`src/rtl/div_unit_pkg.sv`:
```
// Shared definitions for the EX-stage divider: FSM state encodings, default
// operand width and the decode control codes that drive start_i/signed_i.
package div_unit_pkg;

  typedef enum logic [1:0] {
    DIV_FREE   = 2'd0,
    DIV_BYZERO = 2'd1,
    DIV_ON     = 2'd2,
    DIV_END    = 2'd3
  } div_state_e;

  localparam int DIV_WIDTH = 32;
  localparam int DIV_CNT_W = 6;

  // ALU control codes decoded upstream; DIV selects signed_i=1, DIVU signed_i=0.
  localparam logic [5:0] DIV_CONTROL  = 6'h1a;
  localparam logic [5:0] DIVU_CONTROL = 6'h1b;

endpackage

```
`src/rtl/div_unit_if.sv`:
```
// Pipeline <-> divider handshake bundle. The pipeline (master) drives the
// request side, the divider (slave) returns ready_o and the result.
interface div_unit_if #(
  parameter int WIDTH = 32
) ();
  // Handshake: master raises start_i with stable operands and holds it until it
  // sees ready_o=1; the result is valid while ready_o=1 and start_i stays high.
  // Dropping start_i retires the result; annul_i aborts any operation at once.
  logic                 start_i;
  logic                 signed_i;
  logic [WIDTH-1:0]     opa_i;
  logic [WIDTH-1:0]     opb_i;
  logic                 annul_i;
  logic                 ready_o;
  logic [2*WIDTH-1:0]   result_o;

  modport master (
    output start_i, signed_i, opa_i, opb_i, annul_i,
    input  ready_o, result_o
  );

  modport slave (
    input  start_i, signed_i, opa_i, opb_i, annul_i,
    output ready_o, result_o
  );
endinterface

```
`src/rtl/div_unit_step.sv`:
```
// One restoring-division step: shift in the next dividend bit, trial-subtract
// the divisor magnitude and keep the difference when it does not go negative.
module div_step #(
  parameter int WIDTH = 32
) (
  input  logic [WIDTH-1:0] rem_i,
  input  logic             msb_i,
  input  logic [WIDTH-1:0] dsr_i,
  output logic [WIDTH-1:0] rem_o,
  output logic             qbit_o
);
  logic [WIDTH:0] part;
  logic [WIDTH:0] trial;

  always_comb begin
    part   = {rem_i, msb_i};
    trial  = part - {1'b0, dsr_i};
    // part < 2*dsr always holds, so bit WIDTH of the difference is its sign.
    qbit_o = ~trial[WIDTH];
    rem_o  = qbit_o ? trial[WIDTH-1:0] : part[WIDTH-1:0];
  end
endmodule

```
`src/rtl/div_unit.sv`:
```
// Multi-cycle radix-2 restoring divider (DIV/DIVU) producing {rem, quot}.
// Optional macro DIV_FASTPATH_EN: finish in one step when |opa| < |opb|.
module div_unit
  import div_unit_pkg::*;
#(
  parameter int WIDTH = DIV_WIDTH,
  parameter int CNT_W = DIV_CNT_W
) (
  input  logic       clk,
  input  logic       rst,
  div_unit_if.slave  bus,
  output div_state_e dbg_state_o
);
  div_state_e           state_q, state_d;
  logic [CNT_W-1:0]     cnt_q, cnt_d;
  logic [WIDTH-1:0]     rem_q, rem_d;
  logic [WIDTH-1:0]     dvd_q, dvd_d;
  logic [WIDTH-1:0]     dsr_q, dsr_d;
  logic                 negq_q, negq_d;
  logic                 negr_q, negr_d;
  logic                 ready_q, ready_d;
  logic [2*WIDTH-1:0]   result_q, result_d;

  logic                 a_neg, b_neg;
  logic [WIDTH-1:0]     mag_a, mag_b;
  logic [WIDTH-1:0]     step_rem;
  logic                 step_qbit;
  logic [WIDTH-1:0]     quo_next;

  assign a_neg = bus.signed_i & bus.opa_i[WIDTH-1];
  assign b_neg = bus.signed_i & bus.opb_i[WIDTH-1];
  assign mag_a = a_neg ? -bus.opa_i : bus.opa_i;
  assign mag_b = b_neg ? -bus.opb_i : bus.opb_i;

  // dvd_q doubles as the quotient: dividend bits shift out the top while
  // quotient bits shift in at the bottom.
  div_step #(.WIDTH(WIDTH)) u_step (
    .rem_i  (rem_q),
    .msb_i  (dvd_q[WIDTH-1]),
    .dsr_i  (dsr_q),
    .rem_o  (step_rem),
    .qbit_o (step_qbit)
  );

  assign quo_next = {dvd_q[WIDTH-2:0], step_qbit};

  always_comb begin
    state_d  = state_q;
    cnt_d    = cnt_q;
    rem_d    = rem_q;
    dvd_d    = dvd_q;
    dsr_d    = dsr_q;
    negq_d   = negq_q;
    negr_d   = negr_q;
    ready_d  = ready_q;
    result_d = result_q;
    unique case (state_q)
      DIV_FREE: begin
        if (bus.start_i) begin
          dvd_d  = mag_a;
          dsr_d  = mag_b;
          rem_d  = '0;
          cnt_d  = '0;
          negq_d = a_neg ^ b_neg;
          negr_d = a_neg;
          if (bus.opb_i == '0) begin
            state_d = DIV_BYZERO;
          end
`ifdef DIV_FASTPATH_EN
          else if (mag_a < mag_b) begin
            state_d  = DIV_END;
            ready_d  = 1'b1;
            result_d = {bus.opa_i, {WIDTH{1'b0}}};
          end
`endif
          else begin
            state_d = DIV_ON;
          end
        end
      end
      DIV_BYZERO: begin
        state_d  = DIV_END;
        ready_d  = 1'b1;
        result_d = '0;
      end
      DIV_ON: begin
        rem_d = step_rem;
        dvd_d = quo_next;
        cnt_d = cnt_q + CNT_W'(1);
        if (cnt_q == CNT_W'(WIDTH - 1)) begin
          state_d  = DIV_END;
          ready_d  = 1'b1;
          result_d = {(negr_q ? -step_rem : step_rem),
                      (negq_q ? -quo_next : quo_next)};
        end
      end
      DIV_END: begin
        if (!bus.start_i) begin
          state_d  = DIV_FREE;
          ready_d  = 1'b0;
          result_d = '0;
        end
      end
      default: state_d = DIV_FREE;
    endcase
    // Exception flush wins over everything, including a same-cycle start.
    if (bus.annul_i) begin
      state_d  = DIV_FREE;
      ready_d  = 1'b0;
      result_d = '0;
    end
  end

  always_ff @(posedge clk) begin
    if (rst) begin
      state_q  <= DIV_FREE;
      cnt_q    <= '0;
      rem_q    <= '0;
      dvd_q    <= '0;
      dsr_q    <= '0;
      negq_q   <= 1'b0;
      negr_q   <= 1'b0;
      ready_q  <= 1'b0;
      result_q <= '0;
    end else begin
      state_q  <= state_d;
      cnt_q    <= cnt_d;
      rem_q    <= rem_d;
      dvd_q    <= dvd_d;
      dsr_q    <= dsr_d;
      negq_q   <= negq_d;
      negr_q   <= negr_d;
      ready_q  <= ready_d;
      result_q <= result_d;
    end
  end

  assign bus.ready_o  = ready_q;
  assign bus.result_o = result_q;
  assign dbg_state_o  = state_q;
endmodule

```
`src/flat_wrapper.sv`:
```
// flat-port wrapper written by rule: the top's interface ports become plain ports
module div_unit_flat import div_unit_pkg::*;
#(
  parameter int WIDTH = DIV_WIDTH,
  parameter int CNT_W = DIV_CNT_W
)
  (clk, rst, dbg_state_o, bus_start_i, bus_signed_i, bus_opa_i, bus_opb_i, bus_annul_i, bus_ready_o, bus_result_o);
  div_unit_if #(.WIDTH(WIDTH)) bus_i ();
  input  logic clk;
  input  logic rst;
  output div_state_e dbg_state_o;
  input wire logic [$bits(bus_i.start_i)-1:0] bus_start_i;
  input wire logic [$bits(bus_i.signed_i)-1:0] bus_signed_i;
  input wire logic [$bits(bus_i.opa_i)-1:0] bus_opa_i;
  input wire logic [$bits(bus_i.opb_i)-1:0] bus_opb_i;
  input wire logic [$bits(bus_i.annul_i)-1:0] bus_annul_i;
  output wire logic [$bits(bus_i.ready_o)-1:0] bus_ready_o;
  output wire logic [$bits(bus_i.result_o)-1:0] bus_result_o;
  assign bus_i.start_i = bus_start_i;
  assign bus_i.signed_i = bus_signed_i;
  assign bus_i.opa_i = bus_opa_i;
  assign bus_i.opb_i = bus_opb_i;
  assign bus_i.annul_i = bus_annul_i;
  assign bus_ready_o = bus_i.ready_o;
  assign bus_result_o = bus_i.result_o;
  div_unit #(.WIDTH(WIDTH), .CNT_W(CNT_W)) u_core (.clk(clk), .rst(rst), .bus(bus_i), .dbg_state_o(dbg_state_o));
endmodule
```
`config.mk`:
```
export PLATFORM = sky130hd
export DESIGN_NAME = div_unit_flat
export DESIGN_NICKNAME = d
export VERILOG_FILES = /design/src/rtl/div_unit_pkg.sv /design/src/rtl/div_unit_if.sv /design/src/rtl/div_unit_step.sv /design/src/rtl/div_unit.sv /design/src/flat_wrapper.sv
export SDC_FILE = /design/constraint.sdc
export NUM_CORES = 1
export LEC_CHECK = 0
export BUFFER_PORTS_ARGS = -buffer_cell sky130_fd_sc_hd__buf_2
export CAP_MARGIN = 20
export CORE_MARGIN = 2
export CORE_UTILIZATION = 40
export CTS_CLUSTER_DIAMETER = 100
export DETAILED_ROUTE_END_ITERATION = 8
export GPL_ROUTABILITY_DRIVEN = 0
export GPL_TIMING_DRIVEN = 0
export MAX_ROUTING_LAYER = met4
export SYNTH_ARGS = -nofsm -noshare
export SYNTH_HDL_FRONTEND = slang
export SYNTH_SLANG_ARGS = --single-unit
```
`constraint.sdc`:
```
create_clock -name clk -period 6.7 [get_ports clk]
set_input_delay 0.67 -clock clk [delete_from_list [all_inputs] [get_ports clk]]
set_output_delay 0.67 -clock clk [all_outputs]
set_load 0.1 [all_outputs]
```
==> results of run 1 <==
==> timing repair <==
action	in CTS	in global routing
resized for setup	0	5
buffers inserted	0	0
setup endpoints to repair	0	7
==> power breakdown <==
group          switching (mW)  leakage [nW]  internal (mW)
Sequential             0.0380          1.39           1.06
Clock                   0.542         0.303          0.520
Combinational           0.428          3.59          0.223
==> cell usage in the layout (no fill, tap or decap), types with 5 or more instances in the layout <==
cell type                   synthesis  layout
sky130_fd_sc_hd__a222oi_1          31      31
sky130_fd_sc_hd__a211oi_1          32      32
sky130_fd_sc_hd__a21oi_1           97      97
sky130_fd_sc_hd__buf_1              8       8
sky130_fd_sc_hd__nand2_1          157     157
sky130_fd_sc_hd__o21ai_0          103     103
sky130_fd_sc_hd__a22oi_1           47      47
sky130_fd_sc_hd__dfxtp_1          171     171
sky130_fd_sc_hd__a21boi_0           5       5
sky130_fd_sc_hd__xnor2_1           75      75
sky130_fd_sc_hd__nor2_1           204     204
sky130_fd_sc_hd__o211ai_1           7       7
sky130_fd_sc_hd__o31ai_1           18      18
sky130_fd_sc_hd__o21ai_1           11      11
sky130_fd_sc_hd__a31o_2             5       5
sky130_fd_sc_hd__inv_1             60      60
sky130_fd_sc_hd__xor2_1            59      59
sky130_fd_sc_hd__a311oi_1           7       7
sky130_fd_sc_hd__a21o_1            16      16
sky130_fd_sc_hd__clkbuf_16          0      17
sky130_fd_sc_hd__o41ai_1           15      15
sky130_fd_sc_hd__nor3_1            28      28
sky130_fd_sc_hd__clkinv_8           0       5
sky130_fd_sc_hd__buf_2              8     142
sky130_fd_sc_hd__and2_1            10      10
sky130_fd_sc_hd__nand4_1           15      15
sky130_fd_sc_hd__nand3_1           20      20
sky130_fd_sc_hd__ha_1              41      41
sky130_fd_sc_hd__and3_1             7       7
sky130_fd_sc_hd__nand2b_1           7       7
sky130_fd_sc_hd__or2_2             10      10
sky130_fd_sc_hd__mux2i_1           14      14
sky130_fd_sc_hd__clkbuf_1          73      71
sky130_fd_sc_hd__or3_1             19      19
sky130_fd_sc_hd__nor4_1            16      16
sky130_fd_sc_hd__or4_1             11      11
==> cell usage after synthesis, types with 4 or more instances <==
master	count	share of area, %
sky130_fd_sc_hd__a21o_1	16	1.0
sky130_fd_sc_hd__inv_1	60	2.0
sky130_fd_sc_hd__clkbuf_1	73	2.4
sky130_fd_sc_hd__xnor2_1	75	5.7
sky130_fd_sc_hd__o21ai_0	103	4.5
sky130_fd_sc_hd__nand3_1	20	0.87
sky130_fd_sc_hd__o31ai_1	18	1.2
sky130_fd_sc_hd__o21a_1	4	0.26
sky130_fd_sc_hd__buf_1	8	0.26
sky130_fd_sc_hd__o41ai_1	15	1.1
sky130_fd_sc_hd__or2_2	10	0.54
sky130_fd_sc_hd__nor3_1	28	1.2
sky130_fd_sc_hd__nor2_1	204	6.7
sky130_fd_sc_hd__a222oi_1	31	2.7
sky130_fd_sc_hd__a31oi_1	4	0.22
sky130_fd_sc_hd__mux2i_1	14	1.2
sky130_fd_sc_hd__and3_1	7	0.38
sky130_fd_sc_hd__nor4b_1	4	0.30
sky130_fd_sc_hd__o21ai_1	11	0.48
sky130_fd_sc_hd__buf_2	8	0.35
sky130_fd_sc_hd__a21oi_1	97	4.2
sky130_fd_sc_hd__nor4_1	16	0.87
sky130_fd_sc_hd__nand2_1	157	5.1
sky130_fd_sc_hd__ha_1	41	4.5
sky130_fd_sc_hd__dfxtp_1	171	30
sky130_fd_sc_hd__nand4_1	15	0.82
sky130_fd_sc_hd__or3_1	19	1.0
sky130_fd_sc_hd__a311oi_1	7	0.53
sky130_fd_sc_hd__a21boi_0	5	0.33
sky130_fd_sc_hd__o211ai_1	7	0.46
sky130_fd_sc_hd__a22oi_1	47	3.1
sky130_fd_sc_hd__and2_1	10	0.54
sky130_fd_sc_hd__xor2_1	59	4.5
sky130_fd_sc_hd__a31o_2	5	0.38
sky130_fd_sc_hd__or4_1	11	0.72
sky130_fd_sc_hd__nand2b_1	7	0.38
sky130_fd_sc_hd__a211oi_1	32	2.1
==> sequential cells by signal, summed over array words and instances (netlist names) <==
name and cells:
u_core.bus.result_o 64, u_core.dsr_q 32, u_core.dvd_q 32, u_core.rem_q 32, u_core.cnt_q 6, u_core.dbg_state_o 2, u_core.bus.ready_o 1, u_core.negq_q 1
u_core.negr_q 1
==> stage by stage <==
stage | worst slack, ps | util (%) | instances | total power, mW | cell area, um2
6_report | 547 | 46.6 | 2050 | 2.81 | 13300
3_5_place_dp | 127 | 44.4 | 2018 | 1.75 | 12600
3_3_place_gp | 71.1 | 44.4 | 2018 | 1.75 | 12600
5_1_grt | 155 | 46.6 | 2050 | 2.93 | 13300
4_1_cts | 104 | 46.6 | 2050 | 2.81 | 13300
2_1_floorplan | 1640 | - | 1500 | 1.56 | 11500
==> path summary, 6_finish.rpt <==
path,to,slack (ps)
setup / recovery,u_core.bus.result_o[62],550
hold reg to reg,u_core.bus.result_o[27],450
setup reg to reg,u_core.bus.result_o[62],550
hold / removal,u_core.bus.result_o[27],450
==> per-layer routing <==
layer	track usage (%)	part of all wire, %
met4	10.1	3.2
met5	-	0
met2	40.0	44
met3	3.64	6.5
met1	36.3	46
==> worst min-delay path: cells and delay by family (launching register included) <==
kind / cells / cell delay [ps]
flops: 1 / 320
simple gates: 1 / 50
compound gates: 1 / 50
==> kinds of logic after synthesis <==
group / count (synthesis) / synth area share, %
AOI/OAI and AO/OA: 452 / 27.4
xor gates and xnor gates: 134 / 10.2
adders and majority gates: 42 / 4.64
buffers and inverters: 153 / 5.22
DFF: 171 / 29.8
muxes: 15 / 1.32
and+or+nand+nor: 533 / 21.4
==> area by class of cell <==
cell class	count	area, um2	share of cell area [%]
Clock inverter	15	204	1.54
Clock buffer	17	425	3.20
Tap cell	384	480	3.62
Timing Repair Buffer	134	671	5.05
Sequential cell	171	3420	25.8
Inverter	61	229	1.72
Multi-Input combinational cell	1176	7470	56.3
Buffer	92	373	2.81
==> out/results.tsv, run 1 <==
stage	metric	value	unit
global_route	maximum_number_of_pins_on_one_net_before_global_route_repair	22	
hold_path	hp-start	u_core.bus.result_o[27]	
die	floorplan.die.width	173	um
worst_setup_path	critPathMaxStageDelay	550	ps
route	drt_wl_total	39300	um
worst_setup_path	crit_path_max_fanout	10	
power	vdd.ir_drop.worst	0.198	mV
cts	cts-htree-levels	4	
hold_path	holdPathStages	2	
cts	clk_pin_slew_worst_paths	90	ps
layout	area.growth.synth_to_final	15.6	%
yosys	post_synth_instance_area	11500	um2
route	remaining_antenna_violation_count	0	
route	detail_route.drc_violations	0	
die	design.die.area	30100	um2
power	p_per_cell_area	211	nW/um2
sta	period_minus_slack	6150	ps
yosys	synthesis.instances	1500	
layout	final_layout_size_suffix_gt1_share	13.4	%
die	initial_utilization	40.3	%
worst_setup_path	critical-path-top-delay-family	simple AND/OR/NAND/NOR gates	
yosys	yosysWarnings	0	
yosys	yosys_register_bits	171	
worst_setup_path	worst-endpoint-arrival	6480	ps
power	static-leakage-power	5.28	nW
global_route	grt_antenna_before_repair	0	
hold_path	min_path_type	flip-flop to flip-flop	
worst_setup_path	slowest_cell_on_crit_path	sky130_fd_sc_hd__or4b_1	
worst_setup_path	worstPathCellList	ha_1 -> clkbuf_1 -> a21oi_1 -> o21ai_0 -> a21oi_1 -> o21ai_1 -> nor3_4 -> nor2_4 -> inv_2 -> buf_2 -> clkbuf_2 -> clkbuf_2 -> o21ai_0 -> inv_1 -> ha_1 -> or4b_1 -> nand2b_1 -> nor4b_1 -> o21ai_1 -> o31ai_1 -> xor2_1 -> o21ai_1	
sta	timing.setup.tns	0	ps
worst_setup_path	cp_num_buf_inv	6	
layout	nNetsFinal	1764	
placement	io_buffer_count	134	
placement	hpwl	31000	um
die	placeableCoreArea	28500	um2
cts	cts_made_buffers	17	
sta	fmax	163	MHz
sta	max_slew.worst_pin.slew	1040	ps
worst_setup_path	critical_path_origin	u_core.rem_q[18]	
cts	clock_tree.buffer_depth	2	
die	placement_rows	62	
worst_setup_path	crit_required	7030	ps
sta	timing.hold.ws	453	ps
yosys	synth-edff-count	0	
worst_setup_path	critical_path_cell_count	22	
run_status	outcome	finished, final reports clean	
worst_setup_path	critical_path.startpoint_type	flip-flop	
sta	rsz0062_at_grt	no	
sta	post-route-period-util	91.8	%
worst_setup_path	reg2reg_depth	22	
yosys	synth_async_sr_flop_share	0	%
route	routed_via_density	5.80	
yosys	postSynthNetCount	1611	
global_route	first_global_vias	11200	
worst_setup_path	crit_type	flip-flop to flip-flop	
global_route	grt_first_pass_wirelength	61700	um
yosys	synthesis.area_per_instance	7.66	um2
sta	fin_skew	20.7	ps
cts	root_buffer	sky130_fd_sc_hd__clkbuf_16	
route	wl_per_cell	19.1	um
sta	pins_over_their_slew_limit	0	
die	i_o_pin_count	136	
cts	post_cts_hold_buffer_count	0	
yosys	register_area_share_after_synthesis	29.8	%
layout	nFillCells	2905	
cts	numClockSinks	171	
worst_setup_path	worst_path_most_repeated_cell	sky130_fd_sc_hd__o21ai_1	
yosys	ys_dominant_reg_cell	sky130_fd_sc_hd__dfxtp_1	
job	max_cap_viol_count	0	
sta	timing.max_slew.rel_slack	31.0	%
die	die-height	173	um
sta	setup-violations-final	0	
global_route	track_usage	26.6	%
global_route	globalRouteOverflowTotal	0	
cts	tritoncts_clock_tree	done	
sta	final_hold_viol_count	0	
worst_setup_path	critical_path.endpoint_type	flip-flop	
cts	insertion_delay	450	ps
yosys	synthDistinctLibCells	89	
route	drt_pass1_iterations	6	
route	routed-via-count	11900	
worst_setup_path	startpoint_of_the_worst_register_to_register_path	u_core.rem_q[18]	
route	first_drt_iteration_drcs	1076	
layout	antenna_cells_inserted	0	
(Power assumes the default switching activity.)
==> run 2, diff against run 1 <==
--- a/config.mk
+++ b/config.mk
@@ -8,12 +8,12 @@
 export BUFFER_PORTS_ARGS = -buffer_cell sky130_fd_sc_hd__buf_2
 export CAP_MARGIN = 20
 export CORE_MARGIN = 2
-export CORE_UTILIZATION = 40
-export CTS_CLUSTER_DIAMETER = 100
+export CORE_UTILIZATION = 60
 export DETAILED_ROUTE_END_ITERATION = 8
 export GPL_ROUTABILITY_DRIVEN = 0
 export GPL_TIMING_DRIVEN = 0
 export MAX_ROUTING_LAYER = met4
+export PLACE_DENSITY = 0.82
 export SYNTH_ARGS = -nofsm -noshare
 export SYNTH_HDL_FRONTEND = slang
 export SYNTH_SLANG_ARGS = --single-unit
==> out/results.tsv, run 2 (synthesis results as in run 1) <==
stage	metric	value	unit
power	p_per_cell_area	208	nW/um2
layout	nFillCells	1557	
power	static-leakage-power	5.26	nW
worst_setup_path	critical_path.startpoint_type	flip-flop	
route	routed-via-count	12400	
sta	timing.hold.ws	444	ps
run_status	outcome	finished, final reports clean	
global_route	grt_first_pass_wirelength	57100	um
global_route	maximum_number_of_pins_on_one_net_before_global_route_repair	17	
global_route	track_usage	36.7	%
die	design.die.area	20300	um2
route	drt_pass1_iterations	6	
cts	tritoncts_clock_tree	done	
layout	commonest_non_fill_non_tap_cell_in_the_layout	sky130_fd_sc_hd__nor2_1	
die	initial_utilization	61.2	%
sta	post-route-period-util	93.2	%
sta	final_hold_viol_count	0	
die	placeableCoreArea	18800	um2
die	placement_rows	50	
worst_setup_path	crit_required	7010	ps
layout	nNetsFinal	1764	
route	routed_via_density	6.50	
cts	cts_made_buffers	17	
layout	final_layout_size_suffix_gt1_share	13.5	%
placement	io_buffer_count	134	
layout	most-common-layout-cells	204 x sky130_fd_sc_hd__nor2_1, 171 x sky130_fd_sc_hd__dfxtp_1, 157 x sky130_fd_sc_hd__nand2_1	
route	detail_route.drc_violations	0	
worst_setup_path	crit_type	flip-flop to flip-flop	
placement	dpl.cell_count	1868	
sta	rsz0062_at_grt	no	
global_route	first_global_vias	11100	
cts	clk_pin_slew_worst_paths	70	ps
hold_path	min_path_type	flip-flop to flip-flop	
cts	clock_tree.buffer_depth	2	
die	floorplan.die.width	142	um
route	first_drt_iteration_drcs	1504	
global_route	grt_antenna_before_repair	0	
layout	area_of_the_multi_input_gates	7480	um2
power	vdd.ir_drop.worst	0.179	mV
layout	area.growth.synth_to_final	13.5	%
route	drt_wl_total	36900	um
sta	max_slew.worst_pin.slew	951	ps
die	die-height	142	um
power	report.power.total	2.71	mW
cts	root_buffer	sky130_fd_sc_hd__clkbuf_16	
layout	antenna_cells_inserted	0	
layout	largest_reg_flops	64	
worst_setup_path	worst-endpoint-arrival	6560	ps
worst_setup_path	startpoint_of_the_worst_register_to_register_path	u_core.dvd_q[31]	
cts	post_cts_hold_buffer_count	0	
worst_setup_path	critical_path_origin	u_core.dvd_q[31]	
sta	timing.setup.tns	0	ps
layout	final-seq-area	3420	um2
hold_path	hp-start	u_core.bus.result_o[59]	
job	max_cap_viol_count	0	
cts	numClockSinks	171	
worst_setup_path	critical_path.endpoint_type	flip-flop	
sta	setup-violations-final	0	
sta	fmax	160	MHz
cts	cts-htree-levels	4	
placement	hpwl	28100	um
cts	insertion_delay	450	ps
route	remaining_antenna_violation_count	0	
layout	fin_cells	1900	
sta	timing.max_slew.rel_slack	36.1	%
sta	period_minus_slack	6250	ps
die	i_o_pin_count	136	
sta	pins_over_their_slew_limit	0	
route	wl_per_cell	19.4	um
global_route	globalRouteOverflowTotal	0	
worst_setup_path	crit_path_max_fanout	10	
sta	fin_skew	16.4	ps
==> run 2: cell count changes in the layout (fill, tap and decap cells not counted) <==
| cell | before | now |
|---|---|---|
| sky130_fd_sc_hd__clkinv_2 | 0 | 2 |
| sky130_fd_sc_hd__clkinvlp_4 | 0 | 1 |
| sky130_fd_sc_hd__clkbuf_8 | 0 | 3 |
| sky130_fd_sc_hd__nor4b_1 | 4 | 3 |
| sky130_fd_sc_hd__clkinv_4 | 1 | 4 |
| sky130_fd_sc_hd__nor4b_2 | 0 | 1 |
| sky130_fd_sc_hd__inv_12 | 4 | 0 |
| sky130_fd_sc_hd__inv_8 | 2 | 3 |
| sky130_fd_sc_hd__inv_6 | 3 | 2 |
| sky130_fd_sc_hd__clkinv_8 | 5 | 0 |
==> run 2: repair_timing <==
action	in CTS	in global routing
setup buffers	0	0
gates resized for setup	0	6
endpoints found under the setup margin	0	7
==> run 2: report_power, final <==
group	internal (mW)	switching (mW)	leakage [nW]
sequential	1.06	0.0384	1.39
combinational	0.223	0.429	3.59
clock	0.514	0.449	0.283
total	1.79	0.916	5.26
==> run 2: final timing paths <==
kind              slack (ps)  cells after the start                       to
hold reg to reg          440                      2  u_core.bus.result_o[59]
setup / recovery         450                     24  u_core.bus.result_o[58]
hold / removal           440                      2  u_core.bus.result_o[59]
setup reg to reg         450                     24  u_core.bus.result_o[58]
==> run 2: worst max-delay path: stages (launching register included) <==
cell                        delay (ps)
sky130_fd_sc_hd__dfxtp_1           360
sky130_fd_sc_hd__inv_1              90
sky130_fd_sc_hd__ha_1              220
sky130_fd_sc_hd__inv_1              70
sky130_fd_sc_hd__fa_1              250
sky130_fd_sc_hd__a211oi_2          140
sky130_fd_sc_hd__o211ai_2          270
sky130_fd_sc_hd__nand3_2           160
sky130_fd_sc_hd__a2111oi_4         530
sky130_fd_sc_hd__o21a_4            250
sky130_fd_sc_hd__nor2_4            100
sky130_fd_sc_hd__inv_2              80
sky130_fd_sc_hd__buf_2             280
sky130_fd_sc_hd__clkbuf_2          300
sky130_fd_sc_hd__clkbuf_2          350
sky130_fd_sc_hd__o21ai_0           230
sky130_fd_sc_hd__inv_1             100
sky130_fd_sc_hd__ha_1              230
sky130_fd_sc_hd__or4b_1            550
sky130_fd_sc_hd__nor4_1            220
sky130_fd_sc_hd__mux2i_1           160
sky130_fd_sc_hd__a211o_1           360
sky130_fd_sc_hd__o41ai_1           430
sky130_fd_sc_hd__xor2_1            250
sky130_fd_sc_hd__o21ai_0           120
==> run 2: layout make-up <==
class / count / area share, %
Buffer: 92 / 2.86
Clock buffer: 20 / 3.58
Clock inverter: 12 / 0.797
Inverter: 61 / 1.76
Multi-Input combinational cell: 1176 / 57.4
Sequential cell: 171 / 26.3
Tap cell: 234 / 2.25
Timing Repair Buffer: 134 / 5.14
==> run 2: through the flow <==
step	utilization, %	cell area, um2	setup slack (ps)
after floorplan	-	11500	1640
after global placement	66.3	12500	339
after detailed placement	66.3	12500	182
after CTS	69.4	13000	126
after global routing	69.5	13000	143
final	69.5	13000	453
==> run 2: per-layer routing <==
metal	vias up	track usage, %	share of wire (%)	routed length, um
li1	5743	-	-	-
met1	5757	48.8	42	15400
met2	731	55.4	44	16100
met3	125	7.17	11	3940
met4	0	13.6	3.8	1410
met5	-	-	0	0
